[src/rtl/mem_arb_pkg.sv]
// Shared widths and types for the mem arbiter: address/data types, port identity
// and the round-robin rule.
package mem_arb_pkg;

  localparam int HBIT_ADDR = 9;
  localparam int HBIT_DATA = 23;

  typedef logic [HBIT_ADDR:0] addr_t;
  typedef logic [HBIT_DATA:0] data_t;

  typedef enum logic {
    PORT_I = 1'b0,
    PORT_D = 1'b1
  } port_e;

  // On a conflict the port that did not win last time gets the grant.
  function automatic port_e rr_winner(input port_e last);
    return (last == PORT_I) ? PORT_D : PORT_I;
  endfunction

endpackage

[src/rtl/mem_arb_if.sv]
// Bundle of the fetch port, load/store port and mem-side signals around mem_arb.
interface mem_arb_if;
  import mem_arb_pkg::*;

  logic  iw_i_valid;
  addr_t iw_i_addr;
  logic  ow_i_ready;
  logic  or_i_rvalid;
  data_t or_i_rdata;

  logic  iw_d_valid;
  logic  iw_d_we;
  addr_t iw_d_addr;
  data_t iw_d_wdata;
  logic  ow_d_ready;
  logic  or_d_rvalid;
  data_t or_d_rdata;

  logic  ow_mem_we;
  addr_t ow_mem_addr;
  data_t ow_mem_wdata;
  data_t iw_mem_rdata;

  modport slave (
    input  iw_i_valid, iw_i_addr,
    output ow_i_ready, or_i_rvalid, or_i_rdata,
    input  iw_d_valid, iw_d_we, iw_d_addr, iw_d_wdata,
    output ow_d_ready, or_d_rvalid, or_d_rdata,
    output ow_mem_we, ow_mem_addr, ow_mem_wdata,
    input  iw_mem_rdata
  );

  modport master (
    output iw_i_valid, iw_i_addr,
    input  ow_i_ready, or_i_rvalid, or_i_rdata,
    output iw_d_valid, iw_d_we, iw_d_addr, iw_d_wdata,
    input  ow_d_ready, or_d_rvalid, or_d_rdata,
    input  ow_mem_we, ow_mem_addr, ow_mem_wdata,
    output iw_mem_rdata
  );

endinterface

[src/rtl/mem_arb_rr2.sv]
// Two-requester arbiter (insn vs data) with optional fixed data priority.
// state  | meaning
// PORT_I | insn port granted most recently (reset value)
// PORT_D | data port granted most recently
module arb_rr2
  import mem_arb_pkg::*;
#(
  parameter int P_DATA_PRIO = 0
) (
  input  logic clk_i,
  input  logic rst_n_i,
  input  logic req_i_i,
  input  logic req_d_i,
  output logic gnt_i_o,
  output logic gnt_d_o
);

  port_e last_q, last_d;

  always_ff @(posedge clk_i or negedge rst_n_i) begin
    if (!rst_n_i) last_q <= PORT_I;
    else          last_q <= last_d;
  end

  always_comb begin
    gnt_i_o = 1'b0;
    gnt_d_o = 1'b0;
    last_d  = last_q;
    if (req_i_i && req_d_i) begin
      if ((P_DATA_PRIO != 0) || (rr_winner(last_q) == PORT_D)) gnt_d_o = 1'b1;
      else                                                     gnt_i_o = 1'b1;
    end else if (req_d_i) begin
      gnt_d_o = 1'b1;
    end else if (req_i_i) begin
      gnt_i_o = 1'b1;
    end
    if (gnt_d_o)      last_d = PORT_D;
    else if (gnt_i_o) last_d = PORT_I;
  end

endmodule

[src/rtl/mem_arb.sv]
// Arbiter and read sequencer in front of the single-port mem: one grant per cycle,
// one-cycle read latency, read data routed back to the issuing port.
module mem_arb
  import mem_arb_pkg::*;
#(
  parameter int P_DATA_PRIO = 0
) (
  input logic       iw_clk,
  input logic       iw_rst_n,
  mem_arb_if.slave  bus
);

  logic  gnt_i, gnt_d;
  logic  pend_i_q, pend_i_d;
  logic  pend_d_q, pend_d_d;
  data_t rdata_i_q, rdata_i_d;
  data_t rdata_d_q, rdata_d_d;

  arb_rr2 #(.P_DATA_PRIO(P_DATA_PRIO)) u_arb (
    .clk_i   (iw_clk),
    .rst_n_i (iw_rst_n),
    .req_i_i (bus.iw_i_valid),
    .req_d_i (bus.iw_d_valid),
    .gnt_i_o (gnt_i),
    .gnt_d_o (gnt_d)
  );

  // Grants are masked by reset so nothing, writes included, issues while held in reset.
  assign bus.ow_i_ready   = gnt_i && iw_rst_n;
  assign bus.ow_d_ready   = gnt_d && iw_rst_n;
  assign bus.ow_mem_we    = bus.ow_d_ready && bus.iw_d_we;
  assign bus.ow_mem_addr  = gnt_d ? bus.iw_d_addr : bus.iw_i_addr;
  assign bus.ow_mem_wdata = gnt_d ? bus.iw_d_wdata : '0;

  always_comb begin
    pend_i_d  = bus.ow_i_ready;
    pend_d_d  = bus.ow_d_ready && !bus.iw_d_we;
    rdata_i_d = pend_i_q ? bus.iw_mem_rdata : rdata_i_q;
    rdata_d_d = pend_d_q ? bus.iw_mem_rdata : rdata_d_q;
  end

  always_ff @(posedge iw_clk or negedge iw_rst_n) begin
    if (!iw_rst_n) begin
      pend_i_q  <= 1'b0;
      pend_d_q  <= 1'b0;
      rdata_i_q <= '0;
      rdata_d_q <= '0;
    end else begin
      pend_i_q  <= pend_i_d;
      pend_d_q  <= pend_d_d;
      rdata_i_q <= rdata_i_d;
      rdata_d_q <= rdata_d_d;
    end
  end

  // Returned data is visible in the response cycle, then held by the register.
  assign bus.or_i_rvalid = pend_i_q;
  assign bus.or_i_rdata  = rdata_i_d;
  assign bus.or_d_rvalid = pend_d_q;
  assign bus.or_d_rdata  = rdata_d_d;

endmodule

[src/flat_wrapper.sv]
// flat-port wrapper written by rule: the top's interface ports become plain ports
module mem_arb_flat import mem_arb_pkg::*;
#(
  parameter int P_DATA_PRIO = 0
)
  (iw_clk, iw_rst_n, bus_iw_i_valid, bus_iw_i_addr, bus_ow_i_ready, bus_or_i_rvalid, bus_or_i_rdata, bus_iw_d_valid, bus_iw_d_we, bus_iw_d_addr, bus_iw_d_wdata, bus_ow_d_ready, bus_or_d_rvalid, bus_or_d_rdata, bus_ow_mem_we, bus_ow_mem_addr, bus_ow_mem_wdata, bus_iw_mem_rdata);
  mem_arb_if bus_i ();
  input logic iw_clk;
  input logic iw_rst_n;
  input wire logic [$bits(bus_i.iw_i_valid)-1:0] bus_iw_i_valid;
  input wire logic [$bits(bus_i.iw_i_addr)-1:0] bus_iw_i_addr;
  output wire logic [$bits(bus_i.ow_i_ready)-1:0] bus_ow_i_ready;
  output wire logic [$bits(bus_i.or_i_rvalid)-1:0] bus_or_i_rvalid;
  output wire logic [$bits(bus_i.or_i_rdata)-1:0] bus_or_i_rdata;
  input wire logic [$bits(bus_i.iw_d_valid)-1:0] bus_iw_d_valid;
  input wire logic [$bits(bus_i.iw_d_we)-1:0] bus_iw_d_we;
  input wire logic [$bits(bus_i.iw_d_addr)-1:0] bus_iw_d_addr;
  input wire logic [$bits(bus_i.iw_d_wdata)-1:0] bus_iw_d_wdata;
  output wire logic [$bits(bus_i.ow_d_ready)-1:0] bus_ow_d_ready;
  output wire logic [$bits(bus_i.or_d_rvalid)-1:0] bus_or_d_rvalid;
  output wire logic [$bits(bus_i.or_d_rdata)-1:0] bus_or_d_rdata;
  output wire logic [$bits(bus_i.ow_mem_we)-1:0] bus_ow_mem_we;
  output wire logic [$bits(bus_i.ow_mem_addr)-1:0] bus_ow_mem_addr;
  output wire logic [$bits(bus_i.ow_mem_wdata)-1:0] bus_ow_mem_wdata;
  input wire logic [$bits(bus_i.iw_mem_rdata)-1:0] bus_iw_mem_rdata;
  assign bus_i.iw_i_valid = bus_iw_i_valid;
  assign bus_i.iw_i_addr = bus_iw_i_addr;
  assign bus_ow_i_ready = bus_i.ow_i_ready;
  assign bus_or_i_rvalid = bus_i.or_i_rvalid;
  assign bus_or_i_rdata = bus_i.or_i_rdata;
  assign bus_i.iw_d_valid = bus_iw_d_valid;
  assign bus_i.iw_d_we = bus_iw_d_we;
  assign bus_i.iw_d_addr = bus_iw_d_addr;
  assign bus_i.iw_d_wdata = bus_iw_d_wdata;
  assign bus_ow_d_ready = bus_i.ow_d_ready;
  assign bus_or_d_rvalid = bus_i.or_d_rvalid;
  assign bus_or_d_rdata = bus_i.or_d_rdata;
  assign bus_ow_mem_we = bus_i.ow_mem_we;
  assign bus_ow_mem_addr = bus_i.ow_mem_addr;
  assign bus_ow_mem_wdata = bus_i.ow_mem_wdata;
  assign bus_i.iw_mem_rdata = bus_iw_mem_rdata;
  mem_arb #(.P_DATA_PRIO(P_DATA_PRIO)) u_core (.iw_clk(iw_clk), .iw_rst_n(iw_rst_n), .bus(bus_i));
endmodule
[config.mk]
export PLATFORM = sky130hd
export DESIGN_NAME = mem_arb_flat
export DESIGN_NICKNAME = d
export VERILOG_FILES = /design/src/rtl/mem_arb_pkg.sv /design/src/rtl/mem_arb_if.sv /design/src/rtl/mem_arb_rr2.sv /design/src/rtl/mem_arb.sv /design/src/flat_wrapper.sv
export SDC_FILE = /design/constraint.sdc
export NUM_CORES = 1
export LEC_CHECK = 0
export ABC_CLOCK_PERIOD_IN_PS = 2400
export CAP_MARGIN = 30
export CORE_MARGIN = 2
export CORE_UTILIZATION = 55
export DETAILED_ROUTE_END_ITERATION = 8
export DONT_BUFFER_PORTS = 1
export PLACE_DENSITY = 0.74
export SYNTH_ARGS = -nofsm -noshare
export SYNTH_HDL_FRONTEND = slang
export SYNTH_HIERARCHICAL = 1
export SYNTH_SLANG_ARGS = --single-unit
[constraint.sdc]
create_clock -name iw_clk -period 2.4 [get_ports iw_clk]
set_input_delay 0.24 -clock iw_clk [delete_from_list [all_inputs] [get_ports iw_clk]]
set_output_delay 0.24 -clock iw_clk [all_outputs]
set_load 0.02 [all_outputs]
==> summary.txt <==
Place
  • DP HPWL: 3730 um
  • Placer Congestion: 0.921
  • Pre-CTS setup slack: a little over 800 ps
  • PortBufs: 0

Critical path
  • CP endpoint kind: output pin
  • Critical path buffers and inverters: 0
  • CP Cell Sequence: mux2_2
  • Crit-path max cell delay: about 860 ps
  • Element type at the critical path start: flip-flop
  • Cell family with the largest share of critical-path delay: flip-flops
  • Arrival @ worst endpoint: ~1600 ps
  • Crit-path slowest cell: dfrtp_2
  • Worst Path Required: roughly 2200 ps
  • Setup CP Type: reg -> out
  • Critical Path Fanout Max: 25

Synthesis
  • Post-synth top area share: between 50% and 60%
  • YS warnings: 6
  • Synth Net Count: roughly 230
  • Seq cells post-synth: a little over 50
  • Sequential-to-total area share from yosys stat: between 50% and 60%
  • Area contributors post-synth: dfrtp_1, mux2_4, and2_1, mux2_2, buf_12
  • Mapped Avg Cell Area: 16.0 um^2
  • Post-synthesis cell count: 152
  • Mapped Area: 2430 um^2
  • Distinct cell type count after synthesis: 13
  • Yosys top cell by area: dfrtp_1

STA
  • Hold Fails Final Rpt: 0
  • Pins Over Slew Limit: 0
  • Total negative slack: 0 ps
  • Final setup vio count: 0
  • Clock skew: 6.33 ps
  • PnR worst setup slack: between 500 and 600 ps
  • Max Clk Rate: roughly 0.53 GHz
  • Fin crit share: 78.4%
  • RSZ-0062 raised after global routing: no
  • Worst slew margin: between 50% and 60%
  • Worst-margin pin slew: around 750 ps
  • Fin crit period: 1880 ps

Worst hold path
  • Worst hold path type: in -> reg

Detailed routing
  • Total wire length: a little under 5000 um
  • DR pass1 iterations: 4
  • Vias after detailed routing: roughly 1200
  • DR WL/cell: approximately 24 um
  • Final ANT Viol Nets: 0
  • DR vias/cell: 5.96
  • # DRC: 0
  • Initial DRC count: 65

Floorplanning
  • Core area: 4290 um^2
  • Die Y: 70.5 um
  • DIE AREA: approximately 5000 um^2
  • Starting Density: between 50% and 60%
  • Die Wd: slightly above 70 um
  • Row count: 24
  • Io pins: 160

GRT
  • Largest net degree at the start of global routing: 52
  • GRT Total Usage: about a fifth
  • Initial antenna violation count: 0
  • Global route overflow: 0
  • Vias in the first global route: ~1300
  • First-pass GRT wire length: roughly 7300 um

Final layout
  • Share of cells above drive strength 1: a little under half
  • Most frequent cells in the layout: dfrtp_1, mux2_4, and2_1
  • Commonest non-fill, non-tap cell in the layout: dfrtp_1
  • Sequential cell area: between 1000 and 1500 um^2
  • Area Overhead vs Synth: 4.37%
  • Final net count: roughly 230
  • N_diodes: 0
  • Fillers: 318
  • Multi-input combinational cell area: 1020 um^2

Clock network
  • Clock sink count: slightly above 50
  • CTS tree: yes
  • Post CTS Setup Buffer Count: 0
  • Clk_lat worst skew: ~300 ps
  • Post-CTS Hold Fix Bufs: 2
  • Root Driver: clkbuf_8
  • Inserted Clock Buffers: 5
  • Clock Path Buffers: 2
  • Resized cells post-CTS: 0
  • H-tree depth: 2
  • CTS clock-pin slew for the worst setup and hold paths: 80 ps

Power and ir drop
  • Maximum vdd drop: just over 400 uV
  • Leakage: about 1.2 nW
  • PD cells: roughly 950 nW/um^2

Run
  • Maxcap violations: 0

Status
  • Outcome: complete, no violations
state kept, by name, indices dropped and copies added (netlist names):
register                cells
u_core/u_arb/last_q         1
u_core/rdata_i_q           24
u_core/bus.or_i_rvalid      1
u_core/rdata_d_q           24
u_core/bus.or_d_rvalid      1
report_power, final:
part / total, mW / internal (mW) / switching [mW] / leakage [nW]
clock network: 0.525 / 0.262 / 0.263 / 0.0505
registers: 1.11 / 1.04 / 0.0662 / 0.604
logic: 0.787 / 0.295 / 0.492 / 0.502
total: 2.42 / 1.60 / 0.821 / 1.16
cells in the mapped netlist:
cell type and instances:
a21boi_0 1, and2_1 27, and3_1 1, and3b_1 1, buf_12 4, buf_2 2, buf_6 4, dfrtp_1 51
inv_1 1, mux2_2 15, mux2_4 43, nand2b_1 1, o21ai_0 1
per-stage QoR:
step                      cell area, um^2  cells  power (mW)  utilization [%]  hold WS [ps]
after floorplan                      2430    152        1.81                -         -55.6
after global placement               2400    198        1.86             55.8         -54.2
after detailed placement             2400    198        1.89             55.8         -54.1
after CTS                            2540    208        2.44             59.1          33.7
after global routing                 2540    208        2.53             59.1          21.1
final                                2540    208        2.42             59.1          42.9
layout make-up:
cell class / count / share of cell area [%]
sequential: 51 / 50.3
timing repair buffer: 6 / 2.66
clock buffer: 7 / 3.79
multi-input combinational: 90 / 40.2
tap: 52 / 2.56
clock inverter: 1 / 0.296
inverter: 1 / 0.148
metal layers:
layer | routed length (um) | up-vias | track usage, % | part of all wire [%]
li1 | - | 515 | - | -
met1 | 2000 | 634 | 27.0 | 40
met2 | 2360 | 80 | 29.1 | 47
met3 | 513 | 11 | 5.92 | 10
met4 | 101 | 0 | 8.12 | 2.0
met5 | 0 | - | 0 | 0
worst paths after layout:
check	startpoint	to	slack, ps	cells past startpoint
max	u_core/bus.or_d_rvalid	bus_or_d_rdata[23]	520	1
min	bus_iw_i_valid	u_core/u_arb/last_q	40	1
max reg2reg	u_core/bus.or_d_rvalid	u_core/rdata_d_q[23]	920	1
min reg2reg	u_core/rdata_d_q[14]	u_core/rdata_d_q[14]	550	1
max in group asynchronous	iw_rst_n	u_core/bus.or_d_rvalid	1710	2
min in group asynchronous	iw_rst_n	u_core/rdata_d_q[11]	450	2
kinds of logic (layout without fill, tap and decap cells):
group	Yosys count	count (layout)	synth area share, %
simple gates	30	30	7.82
compound gates	2	2	0.514
mux	58	58	33.5
buf+inv	11	15	5.71
flops	51	51	52.5
Note: power is estimated with default switching activity, not from simulation.
